==> src/rtl/regfile_pkg.sv <==
// Shared definitions for the register-file read decoder: default register-ID
// width and the sweep FSM state type.
package regfile_pkg;

  localparam int DEFAULT_ADDR_W = 4;

  typedef enum logic [1:0] {
    IDLE = 2'd0,
    SCAN = 2'd1,
    DONE = 2'd2
  } scan_state_e;

endpackage

==> src/rtl/read_decoder_n.sv <==
// Combinational ADDR_W -> 2**ADDR_W one-hot decoder; all-zero when not enabled.
module read_decoder_n #(
  parameter int ADDR_W = 4
) (
  input  logic                     en,
  input  logic [ADDR_W-1:0]        id,
  output logic [(1<<ADDR_W)-1:0]   onehot
);

  always_comb begin
    onehot = '0;
    if (en) onehot[id] = 1'b1;
  end

endmodule

==> src/rtl/reg_read_decoder.sv <==
// Multi-port registered wordline decoder with a port-0 full-register sweep FSM.
// Optional read-after-write bypass flags are built when REG_READ_BYPASS_EN is defined.
module reg_read_decoder
  import regfile_pkg::*;
#(
  parameter  int ADDR_W    = DEFAULT_ADDR_W,
  parameter  int NUM_PORTS = 2,
  localparam int DEPTH     = 1 << ADDR_W
) (
  input  logic                                clk,
  input  logic                                rst_n,
  input  logic                                stall,
  input  logic [NUM_PORTS-1:0]                rd_en,
  input  logic [NUM_PORTS-1:0][ADDR_W-1:0]    rd_id,
  input  logic                                wr_en,
  input  logic [ADDR_W-1:0]                   wr_id,
  input  logic                                scan_start,
  output logic [NUM_PORTS-1:0][DEPTH-1:0]     wordline,
  output logic [NUM_PORTS-1:0]                rd_valid,
  output logic [NUM_PORTS-1:0]                bypass,
  output logic                                scan_busy,
  output logic                                scan_done
);

  scan_state_e                          state_q, state_d;
  logic [ADDR_W-1:0]                    cnt_q, cnt_d;
  logic [NUM_PORTS-1:0][DEPTH-1:0]      wordline_q, wordline_d;
  logic [NUM_PORTS-1:0]                 rd_valid_q, rd_valid_d;
  logic [NUM_PORTS-1:0]                 dec_en;
  logic [NUM_PORTS-1:0][ADDR_W-1:0]     dec_id;
  logic                                 scan_active;

  assign scan_active = (state_q == SCAN);

  // The sweep takes over port 0's decoder input; other ports are untouched.
  always_comb begin
    dec_en = rd_en;
    dec_id = rd_id;
    if (scan_active) begin
      dec_en[0] = 1'b1;
      dec_id[0] = cnt_q;
    end
  end

  assign rd_valid_d = dec_en;

  for (genvar p = 0; p < NUM_PORTS; p++) begin : g_port
    read_decoder_n #(.ADDR_W(ADDR_W)) u_dec (
      .en     (dec_en[p]),
      .id     (dec_id[p]),
      .onehot (wordline_d[p])
    );
  end

  always_comb begin
    state_d = state_q;
    cnt_d   = cnt_q;
    unique case (state_q)
      IDLE: begin
        if (scan_start) begin
          state_d = SCAN;
          cnt_d   = '0;
        end
      end
      SCAN: begin
        // Counter parks on the last ID rather than wrapping.
        if (&cnt_q) state_d = DONE;
        else        cnt_d   = cnt_q + ADDR_W'(1);
      end
      DONE:    state_d = IDLE;
      default: state_d = IDLE;
    endcase
  end

  always_ff @(posedge clk or negedge rst_n) begin
    if (!rst_n) begin
      state_q    <= IDLE;
      cnt_q      <= '0;
      wordline_q <= '0;
      rd_valid_q <= '0;
    end else if (!stall) begin
      state_q    <= state_d;
      cnt_q      <= cnt_d;
      wordline_q <= wordline_d;
      rd_valid_q <= rd_valid_d;
    end
  end

  assign wordline  = wordline_q;
  assign rd_valid  = rd_valid_q;
  assign scan_busy = (state_q == SCAN);
  assign scan_done = (state_q == DONE);

`ifdef REG_READ_BYPASS_EN
  logic [NUM_PORTS-1:0] bypass_q, bypass_d;

  always_comb begin
    bypass_d = '0;
    for (int p = 0; p < NUM_PORTS; p++) begin
      bypass_d[p] = rd_en[p] & wr_en & (rd_id[p] == wr_id);
    end
    if (scan_active) bypass_d[0] = 1'b0;
  end

  always_ff @(posedge clk or negedge rst_n) begin
    if (!rst_n)      bypass_q <= '0;
    else if (!stall) bypass_q <= bypass_d;
  end

  assign bypass = bypass_q;
`else
  logic unused_wr;
  assign unused_wr = ^{wr_en, wr_id};
  assign bypass    = '0;
`endif

endmodule
==> config.mk <==
export PLATFORM = sky130hd
export DESIGN_NAME = reg_read_decoder
export DESIGN_NICKNAME = d
export VERILOG_FILES = /design/src/rtl/regfile_pkg.sv /design/src/rtl/read_decoder_n.sv /design/src/rtl/reg_read_decoder.sv
export SDC_FILE = /design/constraint.sdc
export NUM_CORES = 1
export LEC_CHECK = 0
export ABC_AREA = 1
export CAP_MARGIN = 20
export CELL_PAD_IN_SITES_DETAIL_PLACEMENT = 1
export CELL_PAD_IN_SITES_GLOBAL_PLACEMENT = 2
export CORE_AREA = 2 2 102 80
export DETAILED_ROUTE_END_ITERATION = 8
export DIE_AREA = 0 0 104 82
export PLACE_DENSITY = 0.78
export SETUP_SLACK_MARGIN = 0.2
export SKIP_LAST_GASP = 1
export SLEW_MARGIN = 0
export SYNTH_ARGS = -nofsm -noshare
export SYNTH_HDL_FRONTEND = slang
export SYNTH_HIERARCHICAL = 1
export SYNTH_SLANG_ARGS = --single-unit
==> constraint.sdc <==
create_clock -name clk -period 3.05 [get_ports clk]
set_input_delay 0.4575 -clock clk [delete_from_list [all_inputs] [get_ports clk]]
set_output_delay 0.4575 -clock clk [all_outputs]
set_load 0.01 [all_outputs]
### Yosys cells after proc, flatten, opt, wreduce, memory -nomap -nowiden

Index checks and enable logic that the tools add are counted.

* word-level logic and storage cells: 37
* register bits: 40
* output and inout port bits: 38
* input bits: 19

* reduce and logical (&&, ||, !) cells: 7
* magnitude comparators: 4
* mux-type cells: 14
* equality and inequality tests: 5
* add/subtract/negate cells: 1
* bitwise logic cells: 1

Operators by type and width (number)
* $mux 16: 2
* $mux 4: 3
* $lt 4x5->1 const B: 2
* $demux 1 s4: 2
* $ge 4x1->1 const B: 2
* $pmux 4 s2: 1
* $reduce_and 4->1: 2
* $add 4x1->4 const B: 1
* $mux 2: 2
* $ne 2x2->1 const B: 2
* $pmux 2 s2: 1
* $mux 1: 3
* $reduce_and 3->1: 1
* $eq 2x1->1 const B: 1
* $eq 2x2->1 const B: 1
* $logic_and 1x1->1: 2
* $logic_not 2->1: 1
* $ne 2x1->1 const B: 1
* $reduce_bool 2->1: 1
* $not 1->1: 1

### Logic depth before layout (Yosys ltp)

Gate-level depths: netlist of the first run.

* depth after elaboration: 7
* gate-level depth with buffers: 10
* depth with buffers taken out: 10

### Hierarchy

The synthesis of the first run kept the hierarchy.

By module, submodules not included
* reg_read_decoder: cells each 208, seq. area each 1001.0 µm², area an instance 1716.6 µm², instances 1
* read_decoder_n at g_port[0].u_dec: cells each 33, seq. area each 0.0 µm², area an instance 140.1 µm², instances 1
* read_decoder_n at g_port[1].u_dec: cells each 32, seq. area each 0.0 µm², area an instance 126.4 µm², instances 1

### Least setup slack after synthesis of the first run

No wires, ideal clock.

* path kind: register to register
* from: reg state_q[1]
* to: reg wordline_q (netlist bit wordline[0])
* library setup time: 0.116 ns
* required time: 2.934 ns
* path buffers: 0
* path slack: 1.512 ns
* arrival time: 1.422 ns
* cell stages (with the launch flop): 9
* clock period less this slack: 1.538 ns
* cells stage by stage: dfrtp_1 -> nor2_4 -> inv_2 -> o21ai_0 -> inv_1 -> nand2_1 -> nor2_1 -> nand2_1 -> nand2_1

RTL lines
* start: declaration: line reg_read_decoder.sv:25 `scan_state_e state_q, state_d;`
* start signal: assignment: line reg_read_decoder.sv:82 `state_q <= state_d;`
* end signal: assignment: line reg_read_decoder.sv:84 `wordline_q <= wordline_d;`
* end: declaration: line reg_read_decoder.sv:27 `logic [NUM_PORTS-1:0][DEPTH-1:0] wordline_q, wordline_d;`

### Final worst setup path of the first run

* from: reg state_q[1]
* to: out scan_busy

* word-level cells in the longest chain between the ends: 1

Ends and longest elaborated chain
* $eq 2x1->1: line reg_read_decoder.sv:91 `assign scan_busy = (state_q == SCAN);`
* end: declaration: line reg_read_decoder.sv:21 `output logic scan_busy,`

No other way between the ends.

==> run summary, run 1 <==
The run finished with clean final reports. Between clock sinks in the finished design, the worst skew comes to 0.004167 ns. The post-synthesis sequential area ratio is 0.5047. The most instantiated library cell after synthesis is nand2_1. Share of post-route cells with drive strength above 1: 0.06502. Setup repair after global routing left no endpoint under its margin. The via density per instance works out to 4.259.

The number of buffers created by CTS is 5, and the number of buffers inserted by port buffering is 49. The run gives 6 as the count of synthesis-stage warnings from yosys. In this run the worst hold path is classified as input pin to asynchronous set/reset pin. The total area inside the core boundary comes to 7567 um2.

After detailed routing, the number of remaining DRC violations is 0. For this block, the via count after detailed routing is 1823. Among all flip-flop cells after synthesis, the most frequent one is dfrtp_1. Yosys mapped a number of flops with a built-in enable equal to 0. The initial standard-cell utilization of the core is 0.2621, and the post-synthesis instance area is 1983 um2.

For the relative contribution of combinational cells to total power, the log shows 0.358. Clock slew seen by the registers of the worst setup and hold paths: 0.08 ns. Setup violations remaining at the end of the flow were counted as 0. The first detailed-routing pass ran for 4 iterations. The initial antenna violation count came out at 0. The main combinational cell family by area after synthesis is simple AND/OR/NAND/NOR gates.

The total wire length is 5208 um. The final-layout worst hold slack was 0.3264 ns; the area share of fa/ha/maj cells after synthesis was 0.006309. The kind of start point of the critical path was a flop. The worst register-to-register path ends at wordline[4]. The tools report the final number of max-transition violations as 0. In the synthesized netlist, the number of instances is 273. Summed over all layers, the global routing overflow is 0.

Portion of synthesized cell area occupied by the leading cell type: 0.5047. The tree built by TritonCTS fans out to 40 sinks. During I/O placement, the number of pins put on the boundary was 57. Nature of the critical path endpoint: a primary output. The minimum period implied by the final worst setup slack is 2.033 ns, and the setup TNS after final layout is 0 ns. Of all cell types, the one taking the most synthesized area is dfrtp_1. The layout has 963 filler cells.

In the post-synthesis netlist, the biggest area contributors are dfrtp_1, nand2_1, nor2_1, nand3_1, inv_1. The synthesized design contains 40 register bits. The number of hold violations in the final report came out at 0. The signed area change from the synthesized netlist to the final layout was 34.45%. The power density over cell area was 600.3 nW/um2; the post-route antenna net violation count was 0. The die is 82 um tall. The first-pass GRT wire length was 8728 um.

Cell internal power was estimated by the tool at 1014 uW. The switching power as a share of total power is 0.3665, and the final standard cell utilization of the core is 0.3523. CTS placed an instance of clkbuf_8 at the clock tree root. The overall routing resource usage was 0.1297. The simple logic cell fraction of the synthesized area was 0.4095; the critical path required time was 2.59 ns.

The analysis attributes to cell leakage a power of 0.001351 uW. The multiplexer area fraction after synthesis works out to 0. The die covers 8528 um2.

After floorplanning, the core was divided into 28 placement rows. The longest clock path from root to sink contains 2 buffers. The chip width is 104 um, and the highest fanout seen on the critical path is 9. The proportion of register bits with asynchronous set or reset after synthesis is 1.000, and the final layout net count is 343.

Xor and xnor area share after synthesis: 0.004416. The number of violations reported at the end of detailed-routing iteration 0 was 41; the normalized max-slew margin was 0.3606. Maximum number of pins on one net before global-route repair: 41. The number of antenna diodes in the final layout is 0.

OpenSTA, run right after detailed placement, puts the worst setup slack at 0.9904 ns. The congestion estimate from routability-driven global placement came to 0.7484. The final worst setup slack came out at 1.017 ns. The tools report the sequential cell area as 1001 um2. At the pin with the least slew margin, the transition time is 0.9590 ns. The count of cells along the worst register-to-register path came out at 8.

The total number of H-tree levels was 2. After detailed placement, the design holds a cell count of 421. For the highest clock frequency the design can meet, the log shows 491.8 MHz.

The count of non-filler cells in the finished layout was 428. The commonest cells after synthesis are nand2_1, nor2_1, dfrtp_1, inv_1, nand3_1. Launch point of the worst reg-to-reg path: state_q[1]. The total of max-cap violations came out at 0. The routed wire length per instance is 12.17 um, and the portion of the clock cycle consumed by the worst path in the final layout is 0.6666. The post-synthesis compound-gate area fraction is 0.01830. The clock network fraction of total power was 0.240. The tools report the clock latency on the worst-skew pair as 0.28 ns.

The number of global-route vias before repair is 1797. TritonCTS built the clock tree. Post-CTS setup buffer count: 0.

Summed over all nets, the half-perimeter wirelength after detailed placement is 3785 um. After clock tree synthesis, the repair step resized 0 gates. Summing all multi-input logic gate instances after layout gives 877.1 um2. Setup slack on the worst reg-to-reg path comes out at 1.23 ns.

IR analysis of the VDD net gives a maximum drop of 0.3318 mV. Each instance of the synthesized netlist takes up on average 7.264 um2. The worst endpoint data arrival time was 1.58 ns; the sequential fraction of design power was 0.402. The number of buffers inserted by hold repair at cts came out at 0. The worst setup path is of the flop to primary output kind.

For this design the total switching power over the nets is 586.6 uW. The run gives 23 as the number of library cell types mapped by synthesis.
[power by group through the flow]
| stage | clock network, uW | logic (uW) | registers [uW] |
|---|---|---|---|
| floorplan | 0 | 341 | 666 |
| global placement | 0 | 573 | 653 |
| detailed placement | 0 | 583 | 656 |
| CTS | 405 | 586 | 645 |
| global route | 430 | 647 | 654 |
| finish | 385 | 572 | 643 |
[cell type report]
type,instances,share of cell area
multi-input combinational,209,0.3290
sequential,40,0.3754
tap,105,0.04927
inverter,16,0.02252
timing repair buffer,51,0.1877
clock buffer,7,0.03613
[registers in the layout, indices dropped and copies added, names as in the netlist]
name / cells
rd_valid: 2
wordline: 32
cnt_q: 4
state_q: 2
[metal layers]
layer  vias to the layer above  GRT usage  part of all wire
met5                         -          0                 0
met4                         0    0.03649            0.0040
met3                         2    0.03175             0.035
met2                        29     0.2099              0.44
met1                       874     0.1744              0.52
li1                        918          -                 -
[logic make-up after synthesis]
family	Yosys count
flops	40
buf+inv	25
simple gates	200
xor+xnor	1
compound gates	5
fa+ha+maj	1
other cells	1
[placed cells by master, fill, tap and decap left out, types with 2 or more instances in the layout]
cell type / synthesis / final
inv_2: 2 / 2
buf_4: 3 / 2
inv_1: 13 / 13
nand2_4: 2 / 2
nor2_1: 41 / 41
conb_1: 1 / 2
o21ai_1: 2 / 2
nand3_1: 12 / 12
nand2_1: 138 / 138
nand2_2: 2 / 2
dfrtp_1: 40 / 40
clkbuf_8: 0 / 7
clkdlybuf4s50_1: 0 / 48
nand3_2: 2 / 2
[through the flow]
step / cell area, um2 / total power (uW)
after CTS: 2666 / 1636
final: 2666 / 1601
after global placement: 2570 / 1226
after detailed placement: 2570 / 1238
after global routing: 2666 / 1731
after floorplan: 1987 / 1007
[worst max-delay path: stages (launching register included)]
cell	delay (ns)
dfrtp_1	0.43
nor2_4	0.27
clkdlybuf4s50_1	0.59
[worst max path at each step]
stage / to / from / slack (ns)
after CTS: scan_busy / state_q[1] / 0.99
after global placement: rd_valid[0] / stall / 1.01
after floorplan: wordline[0] / state_q[1] / 1.51
after detailed placement: wordline[10] / stall / 0.99
final: scan_busy / state_q[1] / 1.02
after global routing: scan_busy / state_q[1] / 0.94
No activity file was read; power rests on OpenSTA's default activity.
==> inputs of run 2 (changes only) <==
--- a/config.mk
+++ b/config.mk
@@ -9,10 +9,10 @@
 export CAP_MARGIN = 20
 export CELL_PAD_IN_SITES_DETAIL_PLACEMENT = 1
 export CELL_PAD_IN_SITES_GLOBAL_PLACEMENT = 2
-export CORE_AREA = 2 2 102 80
+export CORE_AREA = 2 2 111 86
 export DETAILED_ROUTE_END_ITERATION = 8
-export DIE_AREA = 0 0 104 82
-export PLACE_DENSITY = 0.78
+export DIE_AREA = 0 0 113 88
+export PLACE_DENSITY = 0.7
 export SETUP_SLACK_MARGIN = 0.2
 export SKIP_LAST_GASP = 1
 export SLEW_MARGIN = 0
==> constraint.sdc (replaced) <==
create_clock -name clk -period 1.7 [get_ports clk]
set_input_delay 0.255 -clock clk [delete_from_list [all_inputs] [get_ports clk]]
set_output_delay 0.255 -clock clk [all_outputs]
set_load 0.01 [all_outputs]
==> run 2 against run 1 <==
Largest power group is now combinational cells; cell area up 6.7%; combinational power rose by 120%; register-to-register slack lost 0.96 ns; setup slack worse by 0.78 ns; clock power grew to 2.8 times the previous value; sequential power up 80%; die area up 17%; cell count increased by 3.7%; total power is 120% higher; critical path type unchanged; sequential share of layout area down 2.3 points; the run now ends with DRC left; non-clock buffer count up 8.
==> run summary, run 2 (synthesis results as in run 1) <==
The transition time at the pin with the least slew margin was 0.5488 ns (was 0.9590 ns). The tools report the kind of start point of the critical path as a flop (unchanged). The global route total overflow is 0 (unchanged), and the clock slew seen by the registers of the worst setup and hold paths is 0.06 ns (was 0.08 ns).

Critical path buffer and inverter count: 1 (unchanged). The tools report the critical path startpoint as wordline[18] (was state_q[1]). The run gives 30 (was 28) as the number of placement rows. The area of the core was 8859 um2 (was 7567 um2). The count of boundary I/O pins was 57 (unchanged). For the number of violations reported at the end of detailed-routing iteration 0, the log shows 69 (was 41). The pre-CTS setup slack was 0.1489 ns (was 0.9904 ns). Reg2reg setup slack: 0.27 ns (was 1.23 ns). The peak-usage layer in the global routing report is met2 (unchanged). For the post-route antenna net violation count, the log shows 0 (unchanged). The run gives 2 (unchanged) as the maximum clock insertion buffer count. The final number of max-transition violations was 0 (unchanged).

The final antenna diode count is 0 (unchanged). For the final worst setup slack, the log shows 0.2394 ns (was 1.017 ns). The global-route met2 utilization was 0.1927 (was 0.2099). The logs give 0 (unchanged) for the number of setup violations in the final report and 0.1731 (was 0.1744) for the met1 track demand over resource in global routing. The share of post-route cells with drive strength above 1 was 0.1295 (was 0.06502); the normalized max-slew margin was 0.6341 (was 0.3606). The clock latency on the worst-skew pair came out at 0.28 ns (about the same). Launch point of the worst reg-to-reg path: state_q[1] (unchanged).

The number of buffers created by CTS is 5 (unchanged). For this run, the top clock speed supported by timing is 684.7 MHz. The highest fanout seen on the critical path was 2 (was 9).

The initial standard-cell utilization of the core was 0.2239 (was 0.2621). The run gives 0.02561 (was 0.03175) as the global-route met3 utilization. The number of buffers inserted by hold repair at cts came out at 0 (unchanged). For the number of iterations in the first detailed-routing pass, the log shows 6 (was 4). The total of max-cap violations came out at 0 (unchanged). The logic depth of the worst path, buffers included works out to 1 (was 2). The detailed-route via count was 1823 (unchanged); the sum of net half-perimeters after detailed placement was 4043 um (was 3785 um).

For the initial antenna violation count, the log shows 0 (unchanged). End point of the critical path: wordline[18] (was scan_busy). The worst endpoint data arrival time is 1.21 ns (was 1.58 ns), and the overall routing resource usage is 0.1232 (was 0.1297). The first-pass GRT wire length is 9597 um (was 8728 um).

The routed design could run at a clock period as short as 1.461 ns. Top library cells by usage in the layout, fill and taps aside: nand2_1, clkdlybuf4s50_1, dfrtp_1 (was nand2_1, clkdlybuf4s50_1, nor2_1). The worst ir drop on vdd was 0.4455 mV (was 0.3318 mV).

The die extent in y came out at 88 um (was 82 um). Final-layout worst hold slack: 0.04311 ns (was 0.3264 ns). Cells along the critical path: clkdlybuf4s50_1 (was nor2_4, clkdlybuf4s50_1). The routability congestion estimate came out at 0.7666 (was 0.7484). The run gives 351 (was 343) as the final layout net count. The total wire length is 5738 um (was 5208 um). The worst stage delay on the critical path works out to 0.55 ns (was 0.59 ns). The critical setup path kind was flop to primary output (unchanged). The tools report the critical register-to-register path endpoint as wordline[13] (was wordline[4]). The tools report the number of hold violations in the final report as 0 (unchanged). Highest-delay cell along the critical path: clkdlybuf4s50_1 (unchanged). The static leakage power came out at 0.001462 uW (was 0.001351 uW).

The setup TNS after final layout was 0 ns (unchanged); the total number of H-tree levels was 2 (unchanged). The run gives 0.3210 (was 0.3523) as the final standard cell utilization of the core. The signed area change from the synthesized netlist to the final layout was 43.41% (was 34.45%); the routed wire length per instance was 12.92 um (was 12.17 um). The number of flip-flops in the largest register is 32 (unchanged), and the number of global-route vias before repair is 1922 (was 1797).

The worst min-delay path category was input pin to asynchronous set/reset pin (unchanged). For the critical path required time, the log shows 1.44 ns (was 2.59 ns). The count of cells along the worst register-to-register path came out at 9 (was 8). The tools report the cell at the root of the clock tree as clkbuf_16 (was clkbuf_8). The number of buffers inserted by port buffering was 49 (unchanged); the power density over cell area was 1225 nW/um2 (was 600.3 nW/um2).

The area of the die is 9944 um2 (was 8528 um2), and the number of remaining DRC errors is 2 (was 0). The final reports fail on DRC. Most frequent standard cell in the layout excluding fill and tap cells: nand2_1 (unchanged).

The total number of clock tree sinks is 40 (unchanged), and the maximum number of pins on one net before global-route repair is 41 (unchanged). The tools report the final worst clock skew as 0.005256 ns (was 0.004167 ns). The dominant delay contributor by cell family on the critical path was buffers and inverters (unchanged).

Setup repair after global routing could not meet its margin everywhere. Nature of the critical path endpoint: a primary output (unchanged). TritonCTS built the clock tree.

The run finished, with violations left. The portion of the clock cycle consumed by the worst path in the final layout was 0.8592; the via density per instance was 4.106 (was 4.259). The chip width is 113 um (was 104 um).
-- run 2: how the worst min path moves through the flow --
stage               slack (ns)  depth (start not counted)            to
global placement          0.36                          2   wordline[1]
global route              0.09                          2  wordline[29]
finish                    0.04                          2   wordline[1]
CTS                       0.08                          2   wordline[5]
detailed placement        0.37                          2   wordline[5]
floorplan                -0.04                          0      cnt_q[0]
-- run 2: where the power goes --
group	switching, uW	leakage (uW)	total, uW	internal (uW)
logic	737	0.000836	1250	512
registers	89.6	0.000545	1160	1070
clock network	385	0.0000808	1080	691
-- run 2: through the flow --
step                      cells  area (um2)  power (uW)
after floorplan             274        1987        1808
after global placement      432        2609        2255
after detailed placement    432        2609        2274
after CTS                   441        2788        3401
after global routing        444        2844        3736
final                       444        2844        3483
-- run 2: what timing repair did --
item / in CTS / in global routing
gates cloned: 0 / 0
setup endpoints to repair: 8 / 20
resized for setup: 6 / 19
buffers inserted: 1 / 3
pin swaps: 0 / 6
-- run 2: per-layer routing --
layer  vias to the layer above  wire, um
met1                       853      2995
li1                        933         -
met3                         4       196
met5                         -         0
met2                        33      2499
met4                         0        47
-- run 2: cell type report --
| cell class | count | area, um2 |
|---|---|---|
| clock buffers | 6 | 128.9 |
| clock inverters | 2 | 35.03 |
| fillers | 1109 | 6015 |
| inverters | 16 | 62.56 |
| multi-input cells | 209 | 915.9 |
| flip-flops and latches | 40 | 1002 |
| well taps | 112 | 140.1 |
| repair buffers | 59 | 559.3 |
